==> src/rtl/mult_pipe_param.sv <==
// Pipelined WIDTH x WIDTH multiplier (signed or unsigned per transaction).
// Partial products reduce through a registered binary adder tree, one tree level per stage.
module mult_pipe_param #(
  parameter int unsigned WIDTH = 4,
  parameter int unsigned TAG_W = 1
) (
  input  logic                 clk,
  input  logic                 rst,
  input  logic                 in_valid,
  output logic                 in_ready,
  input  logic [WIDTH-1:0]     a,
  input  logic [WIDTH-1:0]     b,
  input  logic                 sgn,
  input  logic [TAG_W-1:0]     in_tag,
  output logic                 out_valid,
  input  logic                 out_ready,
  output logic [2*WIDTH-1:0]   p,
  output logic [TAG_W-1:0]     out_tag
);

  localparam int unsigned LVL   = $clog2(WIDTH);
  localparam int unsigned PW    = 2 * WIDTH;
  localparam int unsigned NODES = WIDTH - 1;

  logic [PW-1:0]                a_ext;
  logic [WIDTH-1:0][PW-1:0]     pp;
  logic [NODES-1:0][PW-1:0]     node_d;
  logic [NODES-1:0][PW-1:0]     node_q;
  logic [LVL-1:0][TAG_W-1:0]    tag_q;
  logic [LVL-1:0]               vld_q;
  logic                         stall;

  assign stall    = vld_q[LVL-1] & ~out_ready;
  assign in_ready = ~stall;

  // In signed mode the multiplicand is sign-extended and the MSB row of b carries weight -2^(W-1).
  assign a_ext = {{WIDTH{sgn & a[WIDTH-1]}}, a};

  for (genvar i = 0; i < WIDTH; i++) begin : g_pp
    if (i == WIDTH - 1) begin : g_msb
      assign pp[i] = b[i] ? (sgn ? -(a_ext << i) : (a_ext << i)) : '0;
    end else begin : g_row
      assign pp[i] = b[i] ? (a_ext << i) : '0;
    end
  end

  // Tree nodes are packed level by level: level k starts at WIDTH - (WIDTH >> (k-1)).
  for (genvar j = 0; j < WIDTH / 2; j++) begin : g_l1
    assign node_d[j] = pp[2*j] + pp[2*j+1];
  end

  for (genvar k = 2; k <= LVL; k++) begin : g_lvl
    for (genvar j = 0; j < (WIDTH >> k); j++) begin : g_node
      assign node_d[WIDTH - (WIDTH >> (k-1)) + j] =
        node_q[WIDTH - (WIDTH >> (k-2)) + 2*j] + node_q[WIDTH - (WIDTH >> (k-2)) + 2*j + 1];
    end
  end

  // Whole pipeline moves together; a stall freezes every stage, bubbles included.
  always_ff @(posedge clk) begin
    if (rst) begin
      vld_q  <= '0;
      node_q <= '0;
      tag_q  <= '0;
    end else if (!stall) begin
      vld_q  <= {vld_q[LVL-2:0], in_valid};
      node_q <= node_d;
      tag_q  <= {tag_q[LVL-2:0], in_tag};
    end
  end

  assign out_valid = vld_q[LVL-1];
  assign p         = node_q[NODES-1];
  assign out_tag   = tag_q[LVL-1];

endmodule

==> config.mk <==
export PLATFORM = sky130hd
export DESIGN_NAME = mult_pipe_param
export DESIGN_NICKNAME = d
export VERILOG_FILES = /design/src/rtl/mult_pipe_param.sv
export SDC_FILE = /design/constraint.sdc
export NUM_CORES = 1
export LEC_CHECK = 0
export BUFFER_PORTS_ARGS = -buffer_cell sky130_fd_sc_hd__buf_2
export CAP_MARGIN = 25
export CELL_PAD_IN_SITES_DETAIL_PLACEMENT = 0
export CELL_PAD_IN_SITES_GLOBAL_PLACEMENT = 1
export CORE_MARGIN = 4
export CORE_UTILIZATION = 40
export CTS_BUF_LIST = sky130_fd_sc_hd__clkbuf_4 sky130_fd_sc_hd__clkbuf_8
export DETAILED_ROUTE_END_ITERATION = 12
export PLACE_DENSITY_LB_ADDON = 0.3
export SLEW_MARGIN = 15
export SYNTH_ARGS = -nofsm -noshare
export SYNTH_HDL_FRONTEND = slang
export SYNTH_SLANG_ARGS = --single-unit
==> constraint.sdc <==
create_clock -name clk -period 2.5 [get_ports clk]
set_clock_uncertainty 0.05 [all_clocks]
set_input_delay 0.25 -clock clk [delete_from_list [all_inputs] [get_ports clk]]
set_output_delay 0.25 -clock clk [all_outputs]
set_load 0.05 [all_outputs]
# [Yosys cells after proc, flatten, opt, wreduce, memory -nomap -nowiden]
# Index checks and enable logic that the tools add are counted.
[word_totals] regBits=28 output_inout_bits=11 word_cells=19
[op_classes] add_sub_neg=4 n_bitwise=4 muxes=5
[op_table] op="8-bit 2-to-1 mux" count=5
[op_table] op="8-bit adder" count=3
[op_table] op="8-bit negation" count=1
[op_table] op="1-bit bitwise AND" count=2
[op_table] op="1-bit inverter" count=2

# [Logic depth before layout (Yosys ltp)]
[logic_depth] ltp_word=5 mapped_depth=11 ltp_nobuf=11

# [Worst setup path before layout]
# No wires, ideal clock.
[synth_timing] path_type="in2reg" from="in a[1]" to="reg node_q[15] (netlist bit)" path_slack_ns=0.545 setup_time_ns=0.062 t_arrival_ns=1.844 required_time_ns=2.388 cell_stages=10 n_path_buf=0 path_cell_list="inv_1 -> ha_1 -> nand2_1 -> o21ai_0 -> nand2_1 -> fa_1 -> nand2b_1 -> o2bb2ai_1 -> a2111o_1 -> nand3_1"
[synth_between] elab_chain_len=4 elab_cells_between_ends=5
[synth_rtl] item="start, declared" line="11" text="input logic [WIDTH-1:0] a,"
[synth_rtl] item="8-bit negation" line="41" text="assign pp[i] = b[i] ? (sgn ? -(a_ext << i) : (a_ext << i)) : '0;"
[synth_rtl] item="8-bit 2-to-1 mux (2 in series)" line="41"
[synth_rtl] item="8-bit adder (*)" line="49" text="assign node_d[j] = pp[2*j] + pp[2*j+1];"
[synth_rtl] item="end signal, assigned" line="67" text="node_q <= node_d;"
[synth_rtl] item="end, declared" line="28" text="logic [NODES-1:0][PW-1:0] node_q;"
# Mark *: on every way between the ends. The rest lies on a longest branch, timed or not.
# A chain may end at the register's enable or synchronous reset.

# [Worst setup path after layout]
[layout_timing] from="reg vld_q[1]" to="out in_ready"
[layout_between] elab_chain_len=2
[layout_rtl] item="start, declared" line="30" text="logic [LVL-1:0] vld_q;"
[layout_rtl] item="start signal, assigned" line="66" text="vld_q <= {vld_q[LVL-2:0], in_valid};"
[layout_rtl] item="1-bit bitwise AND" line="33" text="assign stall = vld_q[LVL-1] & ~out_ready;"
[layout_rtl] item="1-bit inverter" line="34" text="assign in_ready = ~stall;"
[layout_rtl] item="end, declared" line="10" text="output logic in_ready,"
# No other way between the ends.

==> out/summary.txt <==
Comb power frac -> 23.1%
P per Cell Area -> 581 nW/um^2
DRT antenna net count -> 0
Tightest Pin Transition -> 0.735 ns
Max-slew violations -> 0
WP data required -> 2.20 ns
Gr ovfl total -> 0
Clk pin slew, worst setup/hold paths -> 0.10 ns
Fin nets -> 246
Cells after Synth -> 201
Total number of vias -> 1,389
Mapped cell area -> 1680 um^2
Clk sink count -> 26
Critical path arrival -> 1.67 ns
Initial antenna violation count -> 0
Setup Fix Bufs, Post-CTS -> 0
IO Port Bufs -> 24
NetSw -> 0.000314 W
CP Capture Type -> output pin
Final worst slack -> 0.527 ns
Fill cell count -> 423
Io pins -> 25
Worst slack at placement -> 0.252 ns
Routed WL -> 3410 um
Sw Share -> 29.4%
TritonCTS buffer count -> 3
HP Class -> input port to flop
First-pass GRT wire length -> 5930 um
Clock Power Share -> 33.2%
Normalized max-slew margin -> 50.9%
# rows -> 23
Average cell area after synthesis -> 8.36 um^2
HPWL after DPL -> 2510 um
Die height -> 72.8 um
Tmin final -> 1.97 ns
Synth unique cells -> 38
Final Hold Fails -> 0
Residual DRC -> 0
Vias per cell -> 5.28
Pint -> 0.000755 W
Syn nets -> 233
Post-Route Utilization -> 45.7%
Leakage -> 0.873 nW
Router iterations before antenna repair -> 4
Die Area -> 5300 um^2
Gpl congestion -> 0.853
Max FO, Critical Path -> 23
Final setup viols -> 0
CTS tree -> yes
Vias in the first global route -> 1,363
Initial Utilization -> 41.7%
Wire per inst -> 12.9 um
Flop pwr share -> 43.7%
Post-CTS Resized -> 0
Antenna Cells -> 0
CTS root buf -> clkbuf_8
GRT Util Overall -> 13.6%
Chip Width -> 72.8 um
CTS Hold Bufs -> 0
Clk_lat worst skew -> 0.27 ns
FMAX -> 0.507 GHz
Peak supply drop -> 0.327 mV
Yosys warnings -> 0
Number of synthesized register bits -> 26
Final period util -> 78.9%
Largest net degree at the start of global routing -> 39
MaxCap Viol Count -> 0
Setup Crit Path Kind -> flop to output pin
RSZ-0062 raised after global routing -> false
Maximum root-to-sink buffer count -> 2
Startpoint Class -> flop
H-tree depth -> 1
Outcome -> completed
Detailed router's first-iteration violation count -> 78
Register area share after synthesis -> 31.0%
Area growth syn-to-layout -> 9.53%
Ratio of cells with drive above 1 in the final layout -> 17.8%
Core area -> 4030 um^2
Setup TNS -> 0 ns
cells by family (layout without fill, tap and decap cells):
group	after synthesis	after routing	share of synthesized area, %
AOI/OAI and AO/OA	40	40	14.8
xor gates and xnor gates	5	5	2.61
adders and majority gates	18	18	14.7
buffers and inverters	27	39	8.49
DFF	26	26	31.0
and+or+nand+nor	85	85	28.4
routing by layer:
layer | track usage, % | routed length, um | vias to the layer above
li1 | - | - | 719
met1 | 17.6 | 1660 | 642
met2 | 23.5 | 1570 | 26
met3 | 2.48 | 144 | 2
met4 | 3.07 | 30 | 0
met5 | 0 | 0 | -
final timing paths:
path / cells past startpoint / slack, ns / from / to
worst min-delay path: 3 / 0.16 / in_valid / vld_q[0]
worst max register to register: 6 / 0.82 / node_q[2] / p[6]
worst max-delay path: 3 / 0.53 / vld_q[1] / in_ready
worst min register to register: 2 / 0.40 / p[2] / p[2]
critical path, stage by stage (launching register included):
cell	delay [ns]
dfxtp_1	0.32
nor2b_2	0.15
inv_1	0.53
buf_2	0.39
placed cells by master, fill, tap and decap left out, drive strengths merged, types with 3 or more instances in the layout:
cell and count:
dfxtp 26, buf 26, nand2 25, a21oi 20, ha 15, and2 13, inv 9, nor2 9
nand3 9, a21o 5, nand3b 5, o21ai 4, xnor2 4, or4 4, nand4b 4, nand2b 4
and3 3, a211oi 3, nand4 3, fa 3, clkbuf 3
cells in the mapped netlist:
master     count  share of area (%)
dfxtp_1       26                 31
nand2_1       25                5.6
a21oi_1       20                6.0
ha_1          15                 11
and2_1        10                3.7
buf_4         10                4.5
inv_1          9                2.0
nand3_1        9                2.7
nor2_1         9                2.0
a21o_1         5                2.2
clkbuf_1       5                1.1
nand3b_1       5                2.2
nand4b_1       4                2.1
o21ai_0        4                1.2
or4_1          4                1.8
xnor2_1        4                2.1
a211oi_1       3                1.3
and3_2         3                1.3
buf_2          3               0.89
fa_1           3                3.6
nand2b_1       3                1.1
nand4_1        3                1.1
a31o_1         2                1.0
and2_2         2               0.89
nor3_1         2               0.60
a2111o_1       1               0.67
a211o_1        1               0.52
a311oi_1       1               0.52
a31oi_1        1               0.37
and2_4         1               0.52
nand2b_4       1               0.82
nor2b_2        1               0.52
nor3b_1        1               0.45
nor4_1         1               0.37
nor4b_1        1               0.52
o2bb2ai_1      1               0.52
o31ai_1        1               0.45
xor2_1         1               0.52
power groups by stage:
stage | sequential, W | clock, W | combinational, W
floorplan | 0.000479 | 0 | 0.000200
global placement | 0.000476 | 0 | 0.000242
detailed placement | 0.000477 | 0 | 0.000247
CTS | 0.000468 | 0.000365 | 0.000249
global route | 0.000472 | 0.000380 | 0.000274
finish | 0.000467 | 0.000355 | 0.000247
flip-flops by register name (all words and copies together), names as in the netlist:
| register | flops |
|---|---|
| p | 8 |
| vld_q | 2 |
| node_q | 14 |
| tag_q | 1 |
| out_tag | 1 |
stage by stage:
step	hold slack (ns)	area (um^2)	cells	total power [W]
after CTS	0.156	1840	263	0.00108
final	0.163	1840	263	0.00107
after global placement	0.384	1770	259	0.000718
after floorplan	0.340	1680	201	0.000680
after global routing	0.164	1840	263	0.00113
after detailed placement	0.395	1770	259	0.000725
final cells by class:
| class | count | area, um^2 | area share, % |
|---|---|---|---|
| Clock buffer | 3 | 41.3 | 2.24 |
| Clock inverter | 1 | 30.0 | 1.63 |
| Inverter | 9 | 33.8 | 1.84 |
| Multi-Input combinational cell | 148 | 1020 | 55.3 |
| Sequential cell | 26 | 520 | 28.3 |
| Tap cell | 50 | 62.6 | 3.40 |
| Timing Repair Buffer | 26 | 135 | 7.34 |
Note: power is estimated with default switching activity, not from simulation.
